[src/rtl/uart_pkg.sv]
// Shared definitions for the UART transmit path: state encoding, data width, default divider.
// The optional even-parity helper is used only when UART_TX_PARITY_EN is defined.
package uart_pkg;

  localparam int UART_DATA_BITS        = 8;
  localparam int UART_BAUD_DIV_DEFAULT = 868;

  localparam logic [2:0] S_IDLE   = 3'd0;
  localparam logic [2:0] S_START  = 3'd1;
  localparam logic [2:0] S_DATA   = 3'd2;
  localparam logic [2:0] S_PARITY = 3'd3;
  localparam logic [2:0] S_STOP   = 3'd4;

  typedef enum logic [2:0] {
    ST_IDLE   = S_IDLE,
    ST_START  = S_START,
    ST_DATA   = S_DATA,
    ST_PARITY = S_PARITY,
    ST_STOP   = S_STOP
  } uart_state_e;

  function automatic logic even_parity(input logic [UART_DATA_BITS-1:0] b);
    return ^b;
  endfunction

endpackage

[src/rtl/uart_baud_cnt.sv]
// Bit-period counter: counts 0..BAUD_DIV-1 while enabled, held at zero by clr_i,
// and flags the last cycle of each bit period with bit_end_o.
module uart_baud_cnt
  import uart_pkg::*;
#(
  parameter int BAUD_DIV = UART_BAUD_DIV_DEFAULT
) (
  input  logic clk,
  input  logic rst,
  input  logic clr_i,
  output logic bit_end_o
);

  localparam int            CW   = (BAUD_DIV > 1) ? $clog2(BAUD_DIV) : 1;
  localparam logic [CW-1:0] LAST = CW'(BAUD_DIV - 1);

  logic [CW-1:0] cnt_q;
  logic [CW-1:0] cnt_d;

  // Next count: clear, wrap at end of bit, or increment.
  always_comb begin
    cnt_d = cnt_q;
    if (clr_i) begin
      cnt_d = '0;
    end else if (cnt_q == LAST) begin
      cnt_d = '0;
    end else begin
      cnt_d = cnt_q + CW'(1);
    end
  end

  // Counter register.
  always_ff @(posedge clk or negedge rst) begin
    if (!rst) begin
      cnt_q <= '0;
    end else begin
      cnt_q <= cnt_d;
    end
  end

  assign bit_end_o = !clr_i && (cnt_q == LAST);

endmodule

[src/rtl/uart_tx_drain.sv]
// Pops bytes from the TX FIFO and serialises them as 8N1/8N2 frames on tx.
// Define UART_TX_PARITY_EN to insert an even-parity bit (8E1/8E2).
module uart_tx_drain
  import uart_pkg::*;
#(
  parameter int BAUD_DIV  = UART_BAUD_DIV_DEFAULT,
  parameter int STOP_BITS = 1
) (
  input  logic                      clk,
  input  logic                      rst,
  input  logic                      tx_en,
  input  logic                      fifo_empty,
  input  logic [UART_DATA_BITS-1:0] fifo_data,
  output logic                      fifo_read,
  output logic                      tx,
  output logic                      busy
);

  localparam int            IW        = $clog2(UART_DATA_BITS);
  localparam logic [IW-1:0] DATA_LAST = IW'(UART_DATA_BITS - 1);
  localparam logic [IW-1:0] STOP_LAST = IW'(STOP_BITS - 1);

  uart_state_e               state_q, state_d;
  logic [UART_DATA_BITS-1:0] shift_q, shift_d;
  logic [IW-1:0]             bit_idx_q, bit_idx_d;
  logic                      tx_q, tx_d;
  logic                      busy_q, busy_d;
  logic                      launch_s;
  logic                      can_pop_s;
  logic                      bit_end_s;
`ifdef UART_TX_PARITY_EN
  logic                      par_q, par_d;
`endif

  uart_baud_cnt #(
    .BAUD_DIV (BAUD_DIV)
  ) u_baud_cnt (
    .clk       (clk),
    .rst       (rst),
    .clr_i     (state_q == ST_IDLE),
    .bit_end_o (bit_end_s)
  );

  assign can_pop_s = tx_en && !fifo_empty;

  // Frame sequencing; a launch from IDLE or the last stop cycle overrides the per-state result.
  always_comb begin
    state_d   = state_q;
    shift_d   = shift_q;
    bit_idx_d = bit_idx_q;
    tx_d      = tx_q;
    busy_d    = busy_q;
    launch_s  = 1'b0;
    case (state_q)
      ST_IDLE: begin
        tx_d      = 1'b1;
        busy_d    = 1'b0;
        bit_idx_d = '0;
        launch_s  = can_pop_s;
      end
      ST_START: begin
        if (bit_end_s) begin
          state_d = ST_DATA;
          tx_d    = shift_q[0];
        end else begin
          tx_d = 1'b0;
        end
      end
      ST_DATA: begin
        if (!bit_end_s) begin
          tx_d = shift_q[0];
        end else if (bit_idx_q == DATA_LAST) begin
          bit_idx_d = '0;
`ifdef UART_TX_PARITY_EN
          state_d   = ST_PARITY;
          tx_d      = par_q;
`else
          state_d   = ST_STOP;
          tx_d      = 1'b1;
`endif
        end else begin
          bit_idx_d = bit_idx_q + IW'(1);
          shift_d   = shift_q >> 1;
          tx_d      = shift_q[1];
        end
      end
`ifdef UART_TX_PARITY_EN
      ST_PARITY: begin
        if (bit_end_s) begin
          state_d = ST_STOP;
          tx_d    = 1'b1;
        end else begin
          tx_d = par_q;
        end
      end
`endif
      ST_STOP: begin
        tx_d = 1'b1;
        if (!bit_end_s) begin
          bit_idx_d = bit_idx_q;
        end else if (bit_idx_q != STOP_LAST) begin
          bit_idx_d = bit_idx_q + IW'(1);
        end else if (can_pop_s) begin
          launch_s = 1'b1;
        end else begin
          bit_idx_d = '0;
          state_d   = ST_IDLE;
          busy_d    = 1'b0;
        end
      end
      default: begin
        state_d   = ST_IDLE;
        tx_d      = 1'b1;
        busy_d    = 1'b0;
        bit_idx_d = '0;
      end
    endcase
    if (launch_s) begin
      state_d   = ST_START;
      shift_d   = fifo_data;
      bit_idx_d = '0;
      tx_d      = 1'b0;
      busy_d    = 1'b1;
    end else begin
      state_d = state_d;
    end
  end

  // Main state and output registers; tx is forced high by reset at any time.
  always_ff @(posedge clk or negedge rst) begin
    if (!rst) begin
      state_q   <= ST_IDLE;
      shift_q   <= '0;
      bit_idx_q <= '0;
      tx_q      <= 1'b1;
      busy_q    <= 1'b0;
    end else begin
      state_q   <= state_d;
      shift_q   <= shift_d;
      bit_idx_q <= bit_idx_d;
      tx_q      <= tx_d;
      busy_q    <= busy_d;
    end
  end

`ifdef UART_TX_PARITY_EN
  // Parity is taken from the whole byte at launch, since the shifter consumes it.
  always_comb begin
    if (launch_s) begin
      par_d = even_parity(fifo_data);
    end else begin
      par_d = par_q;
    end
  end

  // Parity bit register.
  always_ff @(posedge clk or negedge rst) begin
    if (!rst) begin
      par_q <= 1'b0;
    end else begin
      par_q <= par_d;
    end
  end
`endif

  // The pop strobe must stay low while reset is held even though IDLE could launch.
  assign fifo_read = launch_s && rst;
  assign tx        = tx_q;
  assign busy      = busy_q;

endmodule

[config.mk]
export PLATFORM = sky130hd
export DESIGN_NAME = uart_tx_drain
export DESIGN_NICKNAME = d
export VERILOG_FILES = /design/src/rtl/uart_pkg.sv /design/src/rtl/uart_baud_cnt.sv /design/src/rtl/uart_tx_drain.sv
export SDC_FILE = /design/constraint.sdc
export NUM_CORES = 1
export LEC_CHECK = 0
export ABC_AREA = 1
export ABC_CLOCK_PERIOD_IN_PS = 2600
export CORE_MARGIN = 1
export CORE_UTILIZATION = 48
export CTS_BUF_LIST = sky130_fd_sc_hd__clkbuf_4
export DETAILED_ROUTE_END_ITERATION = 10
export PLACE_DENSITY = 0.69
export SLEW_MARGIN = 20
export SYNTH_ARGS = -nofsm -noshare
export SYNTH_HDL_FRONTEND = slang
export SYNTH_SLANG_ARGS = --single-unit
[constraint.sdc]
create_clock -name clk -period 2.6 [get_ports clk]
set_clock_uncertainty 0.15 [all_clocks]
set_input_delay 0.39 -clock clk [delete_from_list [all_inputs] [get_ports clk]]
set_output_delay 0.39 -clock clk [all_outputs]
set_load 0.02 [all_outputs]
Word level (Yosys, flattened, before mapping)
Cells that the tools add are included.

Bits of input ports: 12. Output and inout port bits: 3. Logic and storage cells: 72. Flip-flop bits (word level): 26.

Multiplexer cells: 34. Reduce and logical (&&, ||, !) cells: 14. Eq/ne operators: 16. Add/subtract/negate cells: 2.

Operators by type and width (count): $mux W3 (12); $mux W8 (4); $mux W10 (2); $ne A3 B3 Y1 const B (6); $pmux W3 S4 (1); $mux W1 (11); $add A10 B1 Y10 const B (1); $eq A10 B10 Y1 const B (1); $pmux W3 S3 (1); $reduce_and A4 Y1 (2); $reduce_and A7 Y1 (1); $eq A3 B3 Y1 const B (2); $ne A2 B2 Y1 const B (3); $pmux W1 S2 (3); $ne A4 B4 Y1 const B (1); $reduce_bool A2 Y1 (2); $add A3 B1 Y3 const B (1); $eq A3 B1 Y1 const B (1); $eq A3 B2 Y1 const B (1); $logic_and A1 B1 Y1 (3); $logic_not A3 Y1 (1); $reduce_and A3 Y1 (1); $reduce_bool A3 Y1 (1); $logic_not A1 Y1 (2); 2 further kinds (2).

Logic depth before layout (Yosys ltp)
Gate-level depths: netlist of run 1.

Depth in word-level cells: 8. Depth in mapped cells: 13. Gate-level depth less buffers: 12.

Hierarchy
Synthesis of run 1 repeated with hierarchy kept, for this count alone.

Cell total of the unflattened synthesis: 196. Area total of the unflattened synthesis: 1615.3 sq um.

By module, submodules not included: uart_tx_drain (seq. area each 401.6 sq um, cells an instance 134, area an instance 1104.8 sq um, instances 1); uart_baud_cnt (seq. area each 250.2 sq um, cells an instance 62, area an instance 510.5 sq um, instances 1).

Least setup slack after synthesis of run 1
OpenSTA, ideal clock, no wires.

Kind: register to output. Start point: register bit_idx_q[0]. End point: output fifo_read. Buffers on the path: 1. Setup slack: 563 ps. Data required time: 2060 ps. Data arrival time: 1497 ps. Stages on the path, launching flop included: 12. Cells stage by stage: dfrtp_1 -> inv_1 -> ha_1 -> inv_1 -> nor2_1 -> inv_1 -> nor2_2 -> nand2_4 -> nand2_2 -> buf_6 -> inv_1 -> nor2_1.

Word-level cells in the longest chain between the ends: 5.

RTL lines: start: declaration (line uart_tx_drain.sv:25) `logic [IW-1:0] bit_idx_q, bit_idx_d;`; start signal: assignment (line uart_tx_drain.sv:140) `bit_idx_q <= bit_idx_d;`; $reduce_bool A3 Y1 (line uart_tx_drain.sv:101) `end else if (bit_idx_q != STOP_LAST) begin`; $mux W1 (line uart_tx_drain.sv:101); $mux W1 (line uart_tx_drain.sv:99) `if (!bit_end_s) begin`; $pmux W1 S2 (line uart_tx_drain.sv:54) `case (state_q)`; $logic_and A1 B1 Y1 (line uart_tx_drain.sv:167) `assign fifo_read = launch_s && rst;`; end: declaration (line uart_tx_drain.sv:14) `output logic fifo_read,`.

Every way passes these cells.

Worst setup path after layout of run 1
Same ends and word-level chain as after synthesis.

==> run metrics, run 1 <==
Vias/cell=4.86; ANT cells=0; most frequent CP cell=inv_1; # IOs=15; maximum clock path buffer count=2; DR vias=between 1000 and 1500; H-tree levels=1; Hold Vio Cnt, Final=0; clk slew on worst S/H paths=0.15 ns; HP Class=input pin to async pin; Worst EP arrival=1.78 ns; Leak=1.02 nW; Slew @ Worst Pin=about 0.33 ns; Placeable Area=3030 sq um; critical path class=flip-flop to output pin; placed cell area=around 1700 sq um; Cell Rows=20; Mapped Area=1530 sq um; Area Overhead vs Synth=16.9%; CP max stage cell=dfrtp_1; Synth warnings=0; Critical Path RT=2.06 ns; first-pass GRT wire length=5.43 mm; sequential share of the synthesized area=0.426; chip width=58.4 um; initial DRC count=50; Setup crit start kind=flip-flop; Final period util=0.892; fmax=431 MHz; ANT nets after route=0; CP cell instances=inv_1 > ha_1 > inv_1 > nor2_1 > inv_1 > nor2_2 > nand2_4 > nand2_2 > inv_1 > nor2_1 > clkbuf_2; Num CTS Buffers=3; status=finished, final reports clean; syn_area_per_cell=7.39 sq um; Die Footprint=3420 sq um; GPL Wtd Cong=0.850; Slew Limit Fails=0; clk_lat worst skew=around 0.34 ns; drt wl/cell=11.7 um; layout cells sized above 1=0.136; initial antenna violation count=0; gr ovfl total=0; worst setup path startpoint=bit_idx_q[0]$_DFFE_PN0P_; Synth Instances=207; post-CTS setup buffer count=0; power per cell area=between 400 and 500 nW/um^2; CP top delay family=simple AND/OR/NAND/NOR gates; Max Cap Viol=0; largest net degree at the start of global routing=27; die extent in y=between 50 and 60 um; critical path capture point type=output pin; dpl ws=-0.0839 ns; number of detailed-route iterations in the first pass=4; DP Wirelength=roughly 2.4 mm; DRC=0; clk sinks=26; fin crit period=2.32 ns; root buffer cell=clkbuf_4; worst r2r src=bit_idx_q[0]$_DFFE_PN0P_; final net count=245; Pwr Total=0.000727 W; CP max stage delay=0.43 ns; # setup viols final=0; Buffers on Ports=14; setup TNS=0 ns; Syn Nets=~220; maximum vdd ir drop=roughly 0.17 mV; Final WS setup=0.281 ns; drt total wl=~3.2 mm; #FFs+latches synth=26; post-synth cell types=26; Buf+Inv Stages, Crit Path=5; GRT Total Usage=0.206; Starting Density=0.505; Slew HR=0.778; final instance area=1790 sq um; number of global-route vias before repair=1307; unrepaired setup endpoints after global routing=false; CTS tree=yes; Critical Path Fanout Max=3
flip-flops by register name, summed over array words and instances, names as in the netlist:
register and flops:
bit_idx_q 3, busy 1, shift_q 8, state_q 3, tx 1, u_baud_cnt.cnt_q 10
report_power, final:
group | switching (W) | internal [W] | leakage (nW)
combinational | 0.0000145 | 0.0000178 | 0.652
clock | 0.000134 | 0.000156 | 0.0279
sequential | 0 | 0.000405 | 0.335
total | 0.000149 | 0.000579 | 1.02
cells in the final DEF (no fill, tap or decap), types with 2 or more instances in the layout:
cell type	netlist	layout
nand3_1	17	17
nor2_1	16	16
clkdlybuf4s50_1	0	13
dfrtp_1	25	25
o21ai_0	9	9
nor3b_1	3	3
ha_1	4	4
nor2_2	2	2
nor2_4	2	2
buf_4	0	5
clkbuf_4	0	3
nand2_2	3	3
nand2_1	75	75
inv_2	5	5
nand2_4	2	2
inv_1	25	25
nand4_1	2	2
a21oi_1	5	5
metrics by stage:
step,util,hold slack [ns],cells
2_1_floorplan,-,-0.0556,207
5_1_grt,0.590,0.328,272
3_5_place_dp,0.574,0.317,268
4_1_cts,0.591,0.307,272
6_report,0.590,0.292,272
3_3_place_gp,0.574,0.300,268
per-layer routing:
layer,vias up,global-route usage,routed length (um)
li1,686,-,-
met1,617,0.254,1450
met2,15,0.361,1600
met3,5,0.0220,71
met4,0,0.0952,53
met5,-,0,0
final timing paths:
path	to	slack, ns	depth (start not counted)
max in group asynchronous	tx$_DFF_PN1_	1.72	2
max reg2reg	state_q[1]$_DFFE_PN0P_	0.77	12
min	state_q[1]$_DFFE_PN0P_	0.29	2
min reg2reg	u_baud_cnt.cnt_q[0]$_DFF_PN0_	0.34	1
max	fifo_read	0.28	11
min in group clk	u_baud_cnt.cnt_q[0]$_DFF_PN0_	0.34	1
worst reg2reg max path, stage by stage (launching register included):
cell,delay (ns)
dfrtp_1,0.43
inv_1,0.08
ha_1,0.14
inv_1,0.04
nor2_1,0.08
inv_1,0.06
nor2_2,0.15
nand2_4,0.07
buf_4,0.17
nand2_1,0.06
nand2_1,0.07
o21ai_0,0.17
nand2_1,0.07
area by class of cell:
class	instances	area (sq um)
fill	295	1240
multi-input combinational	148	733
sequential	26	652
timing repair buffer	19	173
inverter	31	121
tap	44	55.1
clock inverter	1	30.0
clock buffer	3	22.5
cells in the mapped netlist:
cell type,count,share of area
nor2_1,16,0.039
nand2_4,2,0.015
or2_4,1,0.0057
nor3b_1,3,0.015
clkinv_4,1,0.0057
dfrtp_1,25,0.41
inv_1,25,0.061
nand2_1,75,0.18
a21oi_1,5,0.016
nor2_4,2,0.015
nor3_2,1,0.0065
nand3_1,17,0.056
xnor2_1,1,0.0057
nand2_2,3,0.012
dfstp_2,1,0.017
ha_1,4,0.033
o211ai_1,1,0.0049
nand4_1,2,0.0082
o21ai_2,1,0.0057
nor2_2,2,0.0082
o21ai_0,9,0.029
inv_2,5,0.012
nand3_2,1,0.0065
buf_6,2,0.015
o21ai_1,1,0.0033
nor3_4,1,0.011
logic make-up after synthesis:
logic type | Yosys count | share of synthesized area
fa+ha+maj | 4 | 0.0327
xor+xnor | 1 | 0.00573
flops | 26 | 0.426
simple gates | 126 | 0.381
compound gates | 17 | 0.0597
buf+inv | 33 | 0.0941
what timing repair did:
item,4_1_cts,5_1_grt
hold buffers,0,0
gates cloned,0,0
resized for setup,1,2
setup endpoints to repair,1,1
endpoints found under the hold margin,0,0
Power figures use the tool's default switching activity.
==> inputs of run 2 (changes only) <==
Settings changed: GPL_ROUTABILITY_DRIVEN set to 1.
==> results of run 2 <==
No change in the layout: final DEF, timing and power equal those of run 1.
